--- src/rtl/uart_pkg.sv ---
// uart_pkg: shared UART state encoding, word-length codes and defaults
package uart_pkg;
  typedef enum logic [2:0] {IDLE, START, DATA, PARITY, STOP} uart_state_t;
  localparam logic [1:0] WLS_5 = 2'd0, WLS_6 = 2'd1, WLS_7 = 2'd2, WLS_8 = 2'd3;
  localparam int OSR_DEFAULT = 16;
  function automatic logic [7:0] wls_mask(input logic [1:0] wls);
    return 8'hff >> (WLS_8 - wls);
  endfunction
endpackage

--- src/rtl/uart_sync_fifo.sv ---
// uart_sync_fifo: synchronous FIFO with runtime depth limit, flush and overflow pulse
module uart_sync_fifo #(
  parameter int DEPTH = 16,
  parameter int WIDTH = 8,
  localparam int AW = $clog2(DEPTH)
) (
  input  logic             CLK,
  input  logic             RESETn,
  input  logic             clr,
  input  logic             we,
  input  logic [WIDTH-1:0] wdata,
  input  logic             re,
  input  logic [AW:0]      lim,
  output logic [WIDTH-1:0] rdata,
  output logic [AW:0]      level,
  output logic             empty,
  output logic             empty_nxt,
  output logic             ovf
);
  logic [WIDTH-1:0] mem [DEPTH];
  logic [AW-1:0] wp, rp;
  logic [AW:0] level_nxt;
  logic pop, push;
  assign pop = re && !empty;
  // a pop in the same cycle frees the slot, so a write to a full FIFO is still taken
  assign push = we && !clr && (level < lim || pop);
  assign level_nxt = clr ? '0 : level + (AW+1)'(push) - (AW+1)'(pop);
  assign empty_nxt = level_nxt == '0;
  assign rdata = mem[rp];
  always_ff @(posedge CLK)
    if (push) mem[wp] <= wdata;
  always_ff @(posedge CLK or negedge RESETn)
    if (!RESETn) begin
      wp <= '0;
      rp <= '0;
      level <= '0;
      empty <= 1'b1;
      ovf <= 1'b0;
    end else begin
      wp <= clr ? '0 : wp + AW'(push);
      rp <= clr ? '0 : rp + AW'(pop);
      level <= level_nxt;
      empty <= empty_nxt;
      ovf <= we && !clr && !push;
    end
endmodule

--- src/rtl/uart_tx_engine.sv ---
// uart_tx_engine: UART transmitter with FIFO, parity, break and CTS flow control
module uart_tx_engine
  import uart_pkg::*;
#(
  parameter int FIFO_DEPTH = 16,
  parameter int OSR = OSR_DEFAULT,
  localparam int LW = $clog2(FIFO_DEPTH) + 1,
  localparam int TW = $clog2(2 * OSR)
) (
  input  logic          CLK,
  input  logic          RESETn,
  input  logic          BAUD_TICK,
  input  logic          THR_WE,
  input  logic [7:0]    THR_WDATA,
  input  logic          FIFO_EN,
  input  logic          FIFO_CLR,
  input  logic [1:0]    WLS,
  input  logic          STB,
  input  logic          PEN,
  input  logic          EPS,
  input  logic          SP,
  input  logic          BC,
  input  logic          AFE,
  input  logic          CTS,
  output logic          TXD,
  output logic          THRE,
  output logic          TEMT,
  output logic [LW-1:0] TX_LEVEL,
  output logic          TX_OVF
);
  uart_state_t state;
  logic [TW-1:0] tick, last;
  logic [2:0] bit_cnt;
  logic [7:0] sh, head, din;
  logic [1:0] wls_q;
  logic stb_q, pen_q, par_q;
  logic empty_nxt, bit_end, pop, idle_nxt;
  uart_sync_fifo #(.DEPTH(FIFO_DEPTH), .WIDTH(8)) u_fifo (
    .CLK      (CLK),
    .RESETn   (RESETn),
    .clr      (FIFO_CLR),
    .we       (THR_WE),
    .wdata    (THR_WDATA),
    .re       (pop),
    .lim      (FIFO_EN ? LW'(FIFO_DEPTH) : LW'(1)),
    .rdata    (head),
    .level    (TX_LEVEL),
    .empty    (THRE),
    .empty_nxt(empty_nxt),
    .ovf      (TX_OVF)
  );
  assign last = state != STOP || !stb_q ? TW'(OSR - 1) :
                wls_q == WLS_5 ? TW'(3 * OSR / 2 - 1) : TW'(2 * OSR - 1);
  assign bit_end = state != IDLE && BAUD_TICK && tick == last;
  // the end of a stop bit doubles as an idle decision point, giving gapless back-to-back frames
  assign pop = (state == IDLE || (state == STOP && bit_end)) && !THRE && (!AFE || CTS);
  assign idle_nxt = !pop && (state == IDLE || (state == STOP && bit_end));
  assign din = head & wls_mask(WLS);
  always_ff @(posedge CLK or negedge RESETn)
    if (!RESETn) begin
      state <= IDLE;
      tick <= '0;
      bit_cnt <= '0;
      sh <= '0;
      wls_q <= '0;
      stb_q <= 1'b0;
      pen_q <= 1'b0;
      par_q <= 1'b0;
      TXD <= 1'b1;
      TEMT <= 1'b1;
    end else begin
      TXD <= !BC && (state == START ? 1'b0 : state == DATA ? sh[0] : state == PARITY ? par_q : 1'b1);
      TEMT <= idle_nxt && empty_nxt;
      tick <= state == IDLE || bit_end ? '0 : tick + TW'(BAUD_TICK);
      if (pop) begin
        state <= START;
        sh <= din;
        bit_cnt <= '0;
        wls_q <= WLS;
        stb_q <= STB;
        pen_q <= PEN;
        par_q <= SP ? !EPS : ^din ^ !EPS;
      end else if (bit_end) begin
        state <= state == START ? DATA :
                 state == DATA ? (bit_cnt == {1'b0, wls_q} + 3'd4 ? (pen_q ? PARITY : STOP) : DATA) :
                 state == PARITY ? STOP : IDLE;
        sh <= state == DATA ? sh >> 1 : sh;
        bit_cnt <= state == DATA ? bit_cnt + 3'd1 : bit_cnt;
      end
    end
endmodule

--- config.mk ---
export PLATFORM = sky130hd
export DESIGN_NAME = uart_tx_engine
export DESIGN_NICKNAME = d
export VERILOG_FILES = /design/src/rtl/uart_pkg.sv /design/src/rtl/uart_sync_fifo.sv /design/src/rtl/uart_tx_engine.sv
export SDC_FILE = /design/constraint.sdc
export NUM_CORES = 1
export LEC_CHECK = 0
export CORE_ASPECT_RATIO = 0.8
export CORE_MARGIN = 1
export CORE_UTILIZATION = 61
export CTS_BUF_LIST = sky130_fd_sc_hd__clkbuf_16
export CTS_CLUSTER_DIAMETER = 120
export DETAILED_ROUTE_END_ITERATION = 8
export MAX_ROUTING_LAYER = met4
export PLACE_DENSITY = 0.89
export SKIP_LAST_GASP = 1
export SYNTH_ARGS = -nofsm -noshare
export SYNTH_HDL_FRONTEND = slang
export SYNTH_SLANG_ARGS = --single-unit
--- constraint.sdc ---
create_clock -name CLK -period 6.3 [get_ports CLK]
set_input_delay 1.26 -clock CLK [delete_from_list [all_inputs] [get_ports CLK]]
set_output_delay 1.26 -clock CLK [all_outputs]
set_load 0.05 [all_outputs]
# Word-level counts from Yosys, hierarchy flattened
# Memories as Yosys holds them, arrays and structs flattened.
# Index checks and enable logic that the tools add are counted.
totals:
  ramBits: 128
  mem_count: 1
  latchBits: 0
  input_bits: 23
  regBits: 41
  rom_bits: 0
  output_inout_bits: 9
memory_table:
  columns: ["name", "words", "width", "rd", "rd_clocked_by_memory_dff", "wr", "line", "source"]
  rows:
  - ["u_fifo.mem", 16, 8, 1, 0, 1, "uart_sync_fifo.sv:20", "logic [WIDTH-1:0] mem [DEPTH];"]
classes:
  mux: 26
  n_shift: 1
  n_eq_ne: 7
  addsub: 8
  n_lt_le_gt_ge: 1
  div: 0
  n_bitwise: 2
  reduce_logical: 33
  multipliers: 0
ops:
  columns: ["operator", "n"]
  rows:
  - ["$mux W3", 10]
  - ["$mux W8", 3]
  - ["$mux W5", 4]
  - ["$logic_and A1 B1 Y1", 12]
  - ["$mux W4", 3]
  - ["$add A5 B1 Y5", 2]
  - ["$add A4 B1 Y4", 2]
  - ["$and A8 B8 Y8", 1]
  - ["$logic_not A1 Y1", 8]
  - ["$reduce_xor A8 Y1", 1]
  - ["$shr A8 B2 Y8 const A", 1]
  - ["$eq A3 B2 Y1 const B", 2]
  - ["$mux W1", 6]
  - ["$eq A5 B5 Y1", 1]
  - ["$logic_not A5 Y1", 1]
  - ["$logic_or A1 B1 Y1", 5]
  - ["$lt A5 B5 Y1", 1]
  - ["$sub A5 B1 Y5", 1]
  - ["$reduce_bool A2 Y1", 2]
  - ["$add A2 B3 Y3 const B", 1]
  - ["$add A3 B1 Y3 const B", 1]
  - ["$eq A3 B1 Y1 const B", 1]
  - ["$eq A3 B3 Y1", 1]
  - ["$eq A3 B3 Y1 const B", 1]
  - ["other kinds (7)", 7]

# Logic depth before layout (Yosys ltp)
# Gate-level depths: netlist (run 1).
depth:
  word_depth: 17
  ltp_mapped: 19
  depth_no_buf: 18

# Hierarchy
# Synthesis (run 1) repeated with hierarchy kept, for this count alone.
hier_totals:
  hier_cells: 451
  area_unflattened_um2: 7353.3
by_module_without_submodules:
  columns: ["mod", "seq_area_each_um2", "instances", "cells_each", "area_each_um2"]
  rows:
  - ["uart_sync_fifo", 4220.3, 1, 307, 5878.1]
  - ["uart_tx_engine", 653.1, 1, 144, 1475.2]

# Worst setup path after synthesis (run 1)
# Ideal clock, no wire load.
synth_path:
  path_type: "input to register"
  startpoint: "input BAUD_TICK"
  endpoint: "register TEMT"
  required_time_ns: 6.233
  path_buffers: 0
  path_stages: 15
  arrival_ns: 3.740
  slack_ns: 2.493
  setup_ns: 0.067
  path_cell_list: "nand4_1 -> o21ai_2 -> nand3_2 -> inv_2 -> nor2_1 -> nor3b_4 -> ha_1 -> inv_1 -> fa_1 -> xnor2_1 -> nor2_1 -> or3_1 -> nor3_1 -> nand3_1 -> nor2_1"
synth_via:
  elab_chain_len: 14
synth_rtl:
  columns: ["element", "line", "source"]
  rows:
  - ["start, declared", "uart_tx_engine.sv:12", "input logic BAUD_TICK,"]
  - ["$logic_and A1 B1 Y1 (*) (2 in a row)", "uart_tx_engine.sv:54", "assign bit_end = state != IDLE && BAUD_TICK && tick == last;"]
  - ["$logic_and A1 B1 Y1 (*)", "uart_tx_engine.sv:56", "assign pop = (state == IDLE || (state == STOP && bit_end)) && !THRE && (!AFE || CTS);"]
  - ["$logic_or A1 B1 Y1 (*)", "uart_tx_engine.sv:56", null]
  - ["$logic_and A1 B1 Y1 (*) (2 in a row)", "uart_tx_engine.sv:56", null]
  - ["$logic_and A1 B1 Y1 (*)", "uart_sync_fifo.sv:24", "assign pop = re && !empty;"]
  - ["$logic_or A1 B1 Y1", "uart_sync_fifo.sv:26", "assign push = we && !clr && (level < lim || pop);"]
  - ["$logic_and A1 B1 Y1", "uart_sync_fifo.sv:26", null]
  - ["$add A5 B1 Y5", "uart_sync_fifo.sv:27", "assign level_nxt = clr ? '0 : level + (AW+1)'(push) - (AW+1)'(pop);"]
  - ["$sub A5 B1 Y5 (*)", "uart_sync_fifo.sv:27", null]
  - ["$mux W5 (*)", "uart_sync_fifo.sv:27", null]
  - ["named net u_fifo.level_nxt[2]", "uart_sync_fifo.sv:22", "logic [AW:0] level_nxt;"]
  - ["$logic_not A5 Y1 (*)", "uart_sync_fifo.sv:28", "assign empty_nxt = level_nxt == '0;"]
  - ["named net empty_nxt", "uart_tx_engine.sv:37", "logic empty_nxt, bit_end, pop, idle_nxt;"]
  - ["$logic_and A1 B1 Y1 (*)", "uart_tx_engine.sv:73", "TEMT <= idle_nxt && empty_nxt;"]
  - ["end signal, assigned", "uart_tx_engine.sv:73", null]
  - ["end, declared", "uart_tx_engine.sv:27", "output logic TEMT,"]
# The timed path passes the listed nets; every way through them passes the cells marked *.
# A chain may end at the register's enable or synchronous reset.

# Worst setup path after layout (run 1)
# Ends and elaborated chain as after synthesis.

==> results.tsv, run 1 <==
stage	metric	value	unit
worst_setup_path	crit_path_frequent_cell	nor2_1	
worst_setup_path	worst-path-buf-inv	3	
worst_setup_path	cp_max_fo	24	
clock_network	cts_htree_levels	4	
timing	worstMarginPinSlew	1.26	ns
synth	synth_edf_count	128	
drt	drc_errors	0	
floorplan	die_area	12300	µm²
synth	ys_types	52	
cells_and_area	multiInputGateArea	2200	µm²
placed_design	io_buffers	31	
timing	drv_slew	0	
clock_network	cts_root_buffer	clkbuf_16	
cells_and_area	regArea	4870	µm²
worst_setup_path	startpoint	BAUD_TICK	
clock_network	clk_latency	0.43	ns
worst_setup_path	cp_data_arrival_time	5.45	ns
worst_hold_path	min_path_type	flip-flop to flip-flop	
floorplan	die_width	124	µm
clock_network	cts_tree	yes	
worst_setup_path	slowest_stage	clkdlybuf4s50_1	
worst_setup_path	cpPeakStageDelay	0.49	ns
placed_design	dp_slack	0.992	ns
clock_network	cts_setup_buffers	0	
timing	whs	0.500	ns
floorplan	core.rowCount	35	
clock_network	cts-buffers-inserted	17	
power	cellPowerDensity	357	nW/µm²
drt	via_per_inst	6.38	
clock_network	ctsLongestPathBuffers	2	
worst_setup_path	r2r_start	state[1]	
placed_design	dp.cells	632	
worst_setup_path	r2r_end	TEMT	
global_routing	grt_start_max_net_pins	47	
placed_design	dp.final_hpwl	9590	µm
synth	async_flop_share	0.243	
timing	clock_skew	0.00981	ns
clock_network	clock-sinks	169	
timing	slew_headroom	0.156	
timing	period_share	0.808	
synth	synth_seq_cells	169	
synth	synth_area_per_cell	15.5	µm²
worst_setup_path	critPathLaunchType	primary input	
cells_and_area	area_growth	14.1	%
synth	syn-cell-area	7260	µm²
cells_and_area	num-fill-cells	692	
synth	ys_seq_area_frac	0.672	
timing	fmax	196	MHz
floorplan	initial_core_util	0.628	
global_routing	grt_pass1_vias	4203	
cells_and_area	fin_cells	664	
timing	rsz0062_at_grt	no	
clock_network	cts-resized-gates	0	
timing	setup_viol	0	
timing	setup_tns	0	ns
global_routing	grt_overflow	0	
cells_and_area	antenna-diode-count	0	
worst_setup_path	cp-endpoint	TEMT	
synth	syn_nets	507	
drt	wirelength	15300	µm
worst_setup_path	crit_required	6.66	ns
floorplan	die_y	99.6	µm
worst_setup_path	critPathKind	primary input to flip-flop	
cells_and_area	fin_nets	541	
drt	drt_iter0_markers	439	
worst_setup_path	r2r_setup_slack	1.48	ns
clock_network	hold_buffers	0	
timing	worst_slack	1.21	ns
timing	fin_crit	5.09	ns
drt	drt-pass1-iter-count	5	
run_status	status	finished, final reports clean	
drt	wl_per_cell	23.1	µm
worst_setup_path	timing.critical_path.cells	clkdlybuf4s50_1, nand4_1, o21ai_2, nand3_2, inv_2, nor2_1, nor3b_4, ha_1, inv_1, fa_1, xnor2_1, nor2_1, or3_1, nor3_1, nand3_1, nor2_1	
placed_design	gp_congestion	0.857	
timing	hold_viol	0	
drt	vias	4233	
global_routing	antenna_found_initial	0	
power	ir_worst_vdd	0.000378	V
flow_run	maxCapViolCount	0	
global_routing	grt_usage	0.281	
synth	ys_warn_count	0	
floorplan	coreArea	11600	µm²
worst_setup_path	reg2reg_depth	17	
cells_and_area	drive_gt1_frac	0.126	
worst_setup_path	cp_num_cells	16	
worst_setup_path	cp_top_family	simple AND/OR/NAND/NOR gates	
global_routing	grt_pass1_wl	23500	µm
synth	synth_ff_type	edfxtp_1	
drt	ant_nets	0	
worst_setup_path	endpoint_kind	flip-flop	
synth	synthCells	469	
clock_network	path_clk_slew	0.07	ns
power	leakagePower	2.92	nW
floorplan	pin_count	32	
## tightest hold or removal path: stages, from the launching register on
cell and delay [ns]:
dfrtp_1 0.34, nand2_1 0.05, o211ai_1 0.07
## sequential cells by signal (all words and copies together), names as in the netlist, 3 cells and up
name and cells:
u_fifo.wp 4, state 3, u_fifo.rp 4, u_fifo.mem 128, sh 8, tick 5
bit_cnt 3, u_fifo.level 5
## cells by family (layout without fill, tap and decap cells)
| family | Yosys count | count (layout) | share of synthesized area |
|---|---|---|---|
| compound gates | 52 | 52 | 0.0486 |
| fa+ha+maj | 15 | 15 | 0.0269 |
| mux | 57 | 57 | 0.116 |
| flops | 169 | 169 | 0.672 |
| simple gates | 122 | 122 | 0.0821 |
| xor+xnor | 20 | 20 | 0.0281 |
| buf+inv | 34 | 81 | 0.0264 |
## layout make-up
cell class | instances | area share
Inverter | 15 | 0.00680
Timing Repair Buffer | 34 | 0.0396
Sequential cell | 169 | 0.589
Tap cell | 148 | 0.0224
Clock inverter | 15 | 0.0255
Multi-Input combinational cell | 266 | 0.265
Clock buffer | 17 | 0.0514
## power breakdown
group          leakage (nW)  switching, mW  internal (mW)
Clock                 0.308          0.450          0.673
Sequential             1.68         0.0783           1.29
Combinational         0.927          0.272          0.189
Total                  2.92          0.801           2.15
## synth_stat cells (2+ instances only)
cell,n,share of area
a21oi_1,8,0.0055
a221oi_1,12,0.014
a22oi_1,7,0.0072
a32oi_1,2,0.0024
buf_12,2,0.0055
buf_2,7,0.0048
buf_4,2,0.0021
buf_6,2,0.0031
clkbuf_1,6,0.0031
dfrtp_1,38,0.13
dfstp_2,3,0.011
edfxtp_1,128,0.53
ha_1,14,0.024
inv_1,13,0.0067
mux2i_1,36,0.050
mux4_1,6,0.022
mux4_2,13,0.040
nand2_1,38,0.020
nand2b_1,4,0.0034
nand3_1,8,0.0055
nand3b_1,3,0.0031
nor2_1,44,0.023
nor2b_1,6,0.0052
nor3_1,5,0.0034
nor4b_1,3,0.0036
o21ai_0,15,0.010
o21ai_2,2,0.0024
or3_1,2,0.0017
xnor2_1,11,0.013
xnor2_2,2,0.0045
xor2_1,6,0.0072
## worst min path at each step
stage / slack [ns] / endpoint / cells after the start / start
floorplan: 0.45 / stb_q / 2 / stb_q
global placement: 0.46 / stb_q / 2 / stb_q
detailed placement: 0.49 / stb_q / 2 / stb_q
CTS: 0.50 / stb_q / 2 / stb_q
global route: 0.53 / sh[6] / 2 / sh[7]
finish: 0.50 / sh[6] / 2 / sh[7]
## cells in the final DEF, fill, tap and decap left out, types with 13 or more instances in the layout
cell type	n
ha_1	14
mux2i_1	36
dfrtp_1	37
edfxtp_1	128
clkdlybuf4s50_1	30
clkbuf_16	17
inv_1	13
mux4_2	13
nor2_1	44
o21ai_0	15
nand2_1	38
## per-stage QoR
| stage | instance area, µm² | total power [mW] | utilization |
|---|---|---|---|
| 6_report | 8280 | 2.95 | 0.716 |
| 3_5_place_dp | 7640 | 1.83 | 0.661 |
| 5_1_grt | 8280 | 3.04 | 0.716 |
| 2_1_floorplan | 7260 | 1.69 | - |
| 4_1_cts | 8280 | 2.96 | 0.716 |
| 3_3_place_gp | 7640 | 1.81 | 0.661 |
## per-layer routing
| metal | part of all wire | GRT usage |
|---|---|---|
| met1 | 0.41 | 0.369 |
| met2 | 0.49 | 0.417 |
| met3 | 0.077 | 0.0757 |
| met4 | 0.027 | 0.124 |
| met5 | 0 | - |
(Power assumes the default switching activity.)
==> inputs of run 2 (changes only) <==
--- a/config.mk
+++ b/config.mk
@@ -7,12 +7,12 @@
 export LEC_CHECK = 0
 export CORE_ASPECT_RATIO = 0.8
 export CORE_MARGIN = 1
-export CORE_UTILIZATION = 61
+export CORE_UTILIZATION = 54
 export CTS_BUF_LIST = sky130_fd_sc_hd__clkbuf_16
 export CTS_CLUSTER_DIAMETER = 120
 export DETAILED_ROUTE_END_ITERATION = 8
 export MAX_ROUTING_LAYER = met4
-export PLACE_DENSITY = 0.89
+export PLACE_DENSITY = 0.84
 export SKIP_LAST_GASP = 1
 export SYNTH_ARGS = -nofsm -noshare
 export SYNTH_HDL_FRONTEND = slang
==> constraint.sdc (replaced) <==
create_clock -name CLK -period 4.2 [get_ports CLK]
set_input_delay 0.84 -clock CLK [delete_from_list [all_inputs] [get_ports CLK]]
set_output_delay 0.84 -clock CLK [all_outputs]
set_load 0.05 [all_outputs]
==> results.tsv, run 2 (synthesis gave the netlist of run 1 again) <==
stage	metric	value	unit
run_status	status	finished, final reports clean	
clock_network	cts_root_buffer	clkbuf_16	
floorplan	core.rowCount	37	
floorplan	coreArea	13000	µm²
placed_design	place_area	7870	µm²
floorplan	initial_core_util	0.560	
worst_setup_path	endpoint_kind	flip-flop	
timing	period_share	0.905	
clock_network	cts_setup_buffers	0	
worst_setup_path	cp_top_family	simple AND/OR/NAND/NOR gates	
drt	wirelength	14400	µm
timing	rsz0062_at_grt	no	
drt	ant_nets	0	
placed_design	io_buffers	31	
worst_setup_path	cp_max_fo	9	
power	leakagePower	3.01	nW
worst_setup_path	cp_data_arrival_time	4.16	ns
timing	fmax	263	MHz
cells_and_area	mostFrequentLayoutCells	edfxtp_1 (128), nor2_1 (44), nand2_1 (38)	
worst_setup_path	critPathLaunchType	flip-flop	
worst_setup_path	worst-path-buf-inv	2	
cells_and_area	largest_reg_flops	128	
worst_setup_path	crit_path_frequent_cell	nor2_1	
drt	vias	4163	
cells_and_area	drive_gt1_frac	0.163	
drt	wl_per_cell	20.1	µm
global_routing	grt_pass1_vias	4146	
cells_and_area	design_area	8440	µm²
global_routing	grt_start_max_net_pins	42	
drt	drt_iter0_markers	348	
floorplan	die_width	132	µm
cells_and_area	antenna-diode-count	0	
worst_setup_path	slowest_stage	dfrtp_1	
global_routing	antenna_found_initial	0	
cells_and_area	layout_commonest_cell	edfxtp_1	
placed_design	gp_congestion	0.861	
global_routing	grt_usage	0.226	
clock_network	path_clk_slew	0.07	ns
timing	hold_viol	0	
cells_and_area	top_regs	u_fifo.mem: 128 flops, sh: 8 flops	
worst_setup_path	critPathKind	flip-flop to flip-flop	
clock_network	cts_htree_levels	4	
cells_and_area	area_growth	16.3	%
clock_network	ctsLongestPathBuffers	2	
worst_setup_path	cpPeakStageDelay	0.48	ns
clock_network	cts_tree	yes	
floorplan	die_area	13900	µm²
power	ir_worst_vdd	0.000375	V
timing	worstMarginPinSlew	0.914	ns
global_routing	grt_pass1_wl	22300	µm
cells_and_area	num-fill-cells	896	
drt	via_per_inst	5.82	
clock_network	hold_buffers	0	
timing	clock_skew	0.0107	ns
drt	drt-pass1-iter-count	5	
timing	setup_tns	0	ns
placed_design	dp.final_hpwl	9500	µm
power	cellPowerDensity	499	nW/µm²
clock_network	cts-resized-gates	0	
timing	setup_viol	0	
global_routing	grt_overflow	0	
timing	fin_crit	3.80	ns
timing	drv_slew	0	
cells_and_area	top_register	u_fifo.mem	
drt	drc_errors	0	
worst_setup_path	timing.critical_path.cells	nor4bb_4, mux2i_1, a22oi_1, o21ai_2, nand3_2, inv_2, nor2_1, nor3b_4, ha_1, inv_1, fa_1, xnor2_1, nor2_1, or3_1, nor3_1, nand3_1, nor2_1	
timing	slew_headroom	0.390	
floorplan	pin_count	32	
worst_hold_path	min_path_type	flip-flop to flip-flop	
cells_and_area	fin_nets	565	
floorplan	die_y	106	µm
clock_network	clk_latency	0.43	ns
flow_run	maxCapViolCount	0	
clock_network	clock-sinks	169	
clock_network	cts-buffers-inserted	17	
worst_setup_path	crit_required	4.56	ns
[run 2: stage by stage]
step,std cells,util,hold slack [ns],power [mW],worst slack [ns]
2_1_floorplan,469,-,0.447,2.53,0.654
6_report,715,0.651,0.485,4.21,0.399
4_1_cts,715,0.651,0.486,4.23,0.410
3_3_place_gp,683,0.607,0.474,2.71,0.362
5_1_grt,715,0.651,0.536,4.38,0.119
3_5_place_dp,683,0.607,0.470,2.75,0.138
[run 2: area by class of cell]
type	count	area, µm²	area share
well taps	175	219	0.0260
clock inverters	15	144	0.0171
inverters	15	56.3	0.00667
flip-flops and latches	169	4870	0.578
repair buffers	58	520	0.0617
clock buffers	17	425	0.0504
multi-input cells	266	2200	0.260
[run 2: routing by layer]
| metal | up-vias | share of wire | GRT usage |
|---|---|---|---|
| met4 | 0 | 0.018 | 0.0822 |
| met1 | 2094 | 0.43 | 0.294 |
| met3 | 25 | 0.068 | 0.0640 |
| li1 | 1894 | - | - |
| met5 | - | 0 | - |
| met2 | 150 | 0.48 | 0.342 |
[run 2: final timing paths]
kind	to	slack, ns	startpoint	cells past startpoint
worst min-delay path	stb_q	0.49	stb_q	2
min in group asynchronous	u_fifo.level[1]	0.54	RESETn	1
max in group asynchronous	u_fifo.rp[0]	3.03	RESETn	1
worst min register to register	stb_q	0.49	stb_q	2
worst max-delay path	TEMT	0.40	state[1]	17
worst max register to register	TEMT	0.40	state[1]	17
[run 2: report_power, final]
part           leakage (nW)  internal, mW  total [mW]  switching, mW
logic                  1.06         0.292       0.672          0.380
registers              1.68          1.94        2.05          0.111
clock network         0.268         0.827        1.49          0.662
[run 2: worst min-delay path, stage by stage (launching register included)]
cell,delay (ns)
dfrtp_1,0.34
nand2_1,0.06
nand2_1,0.06
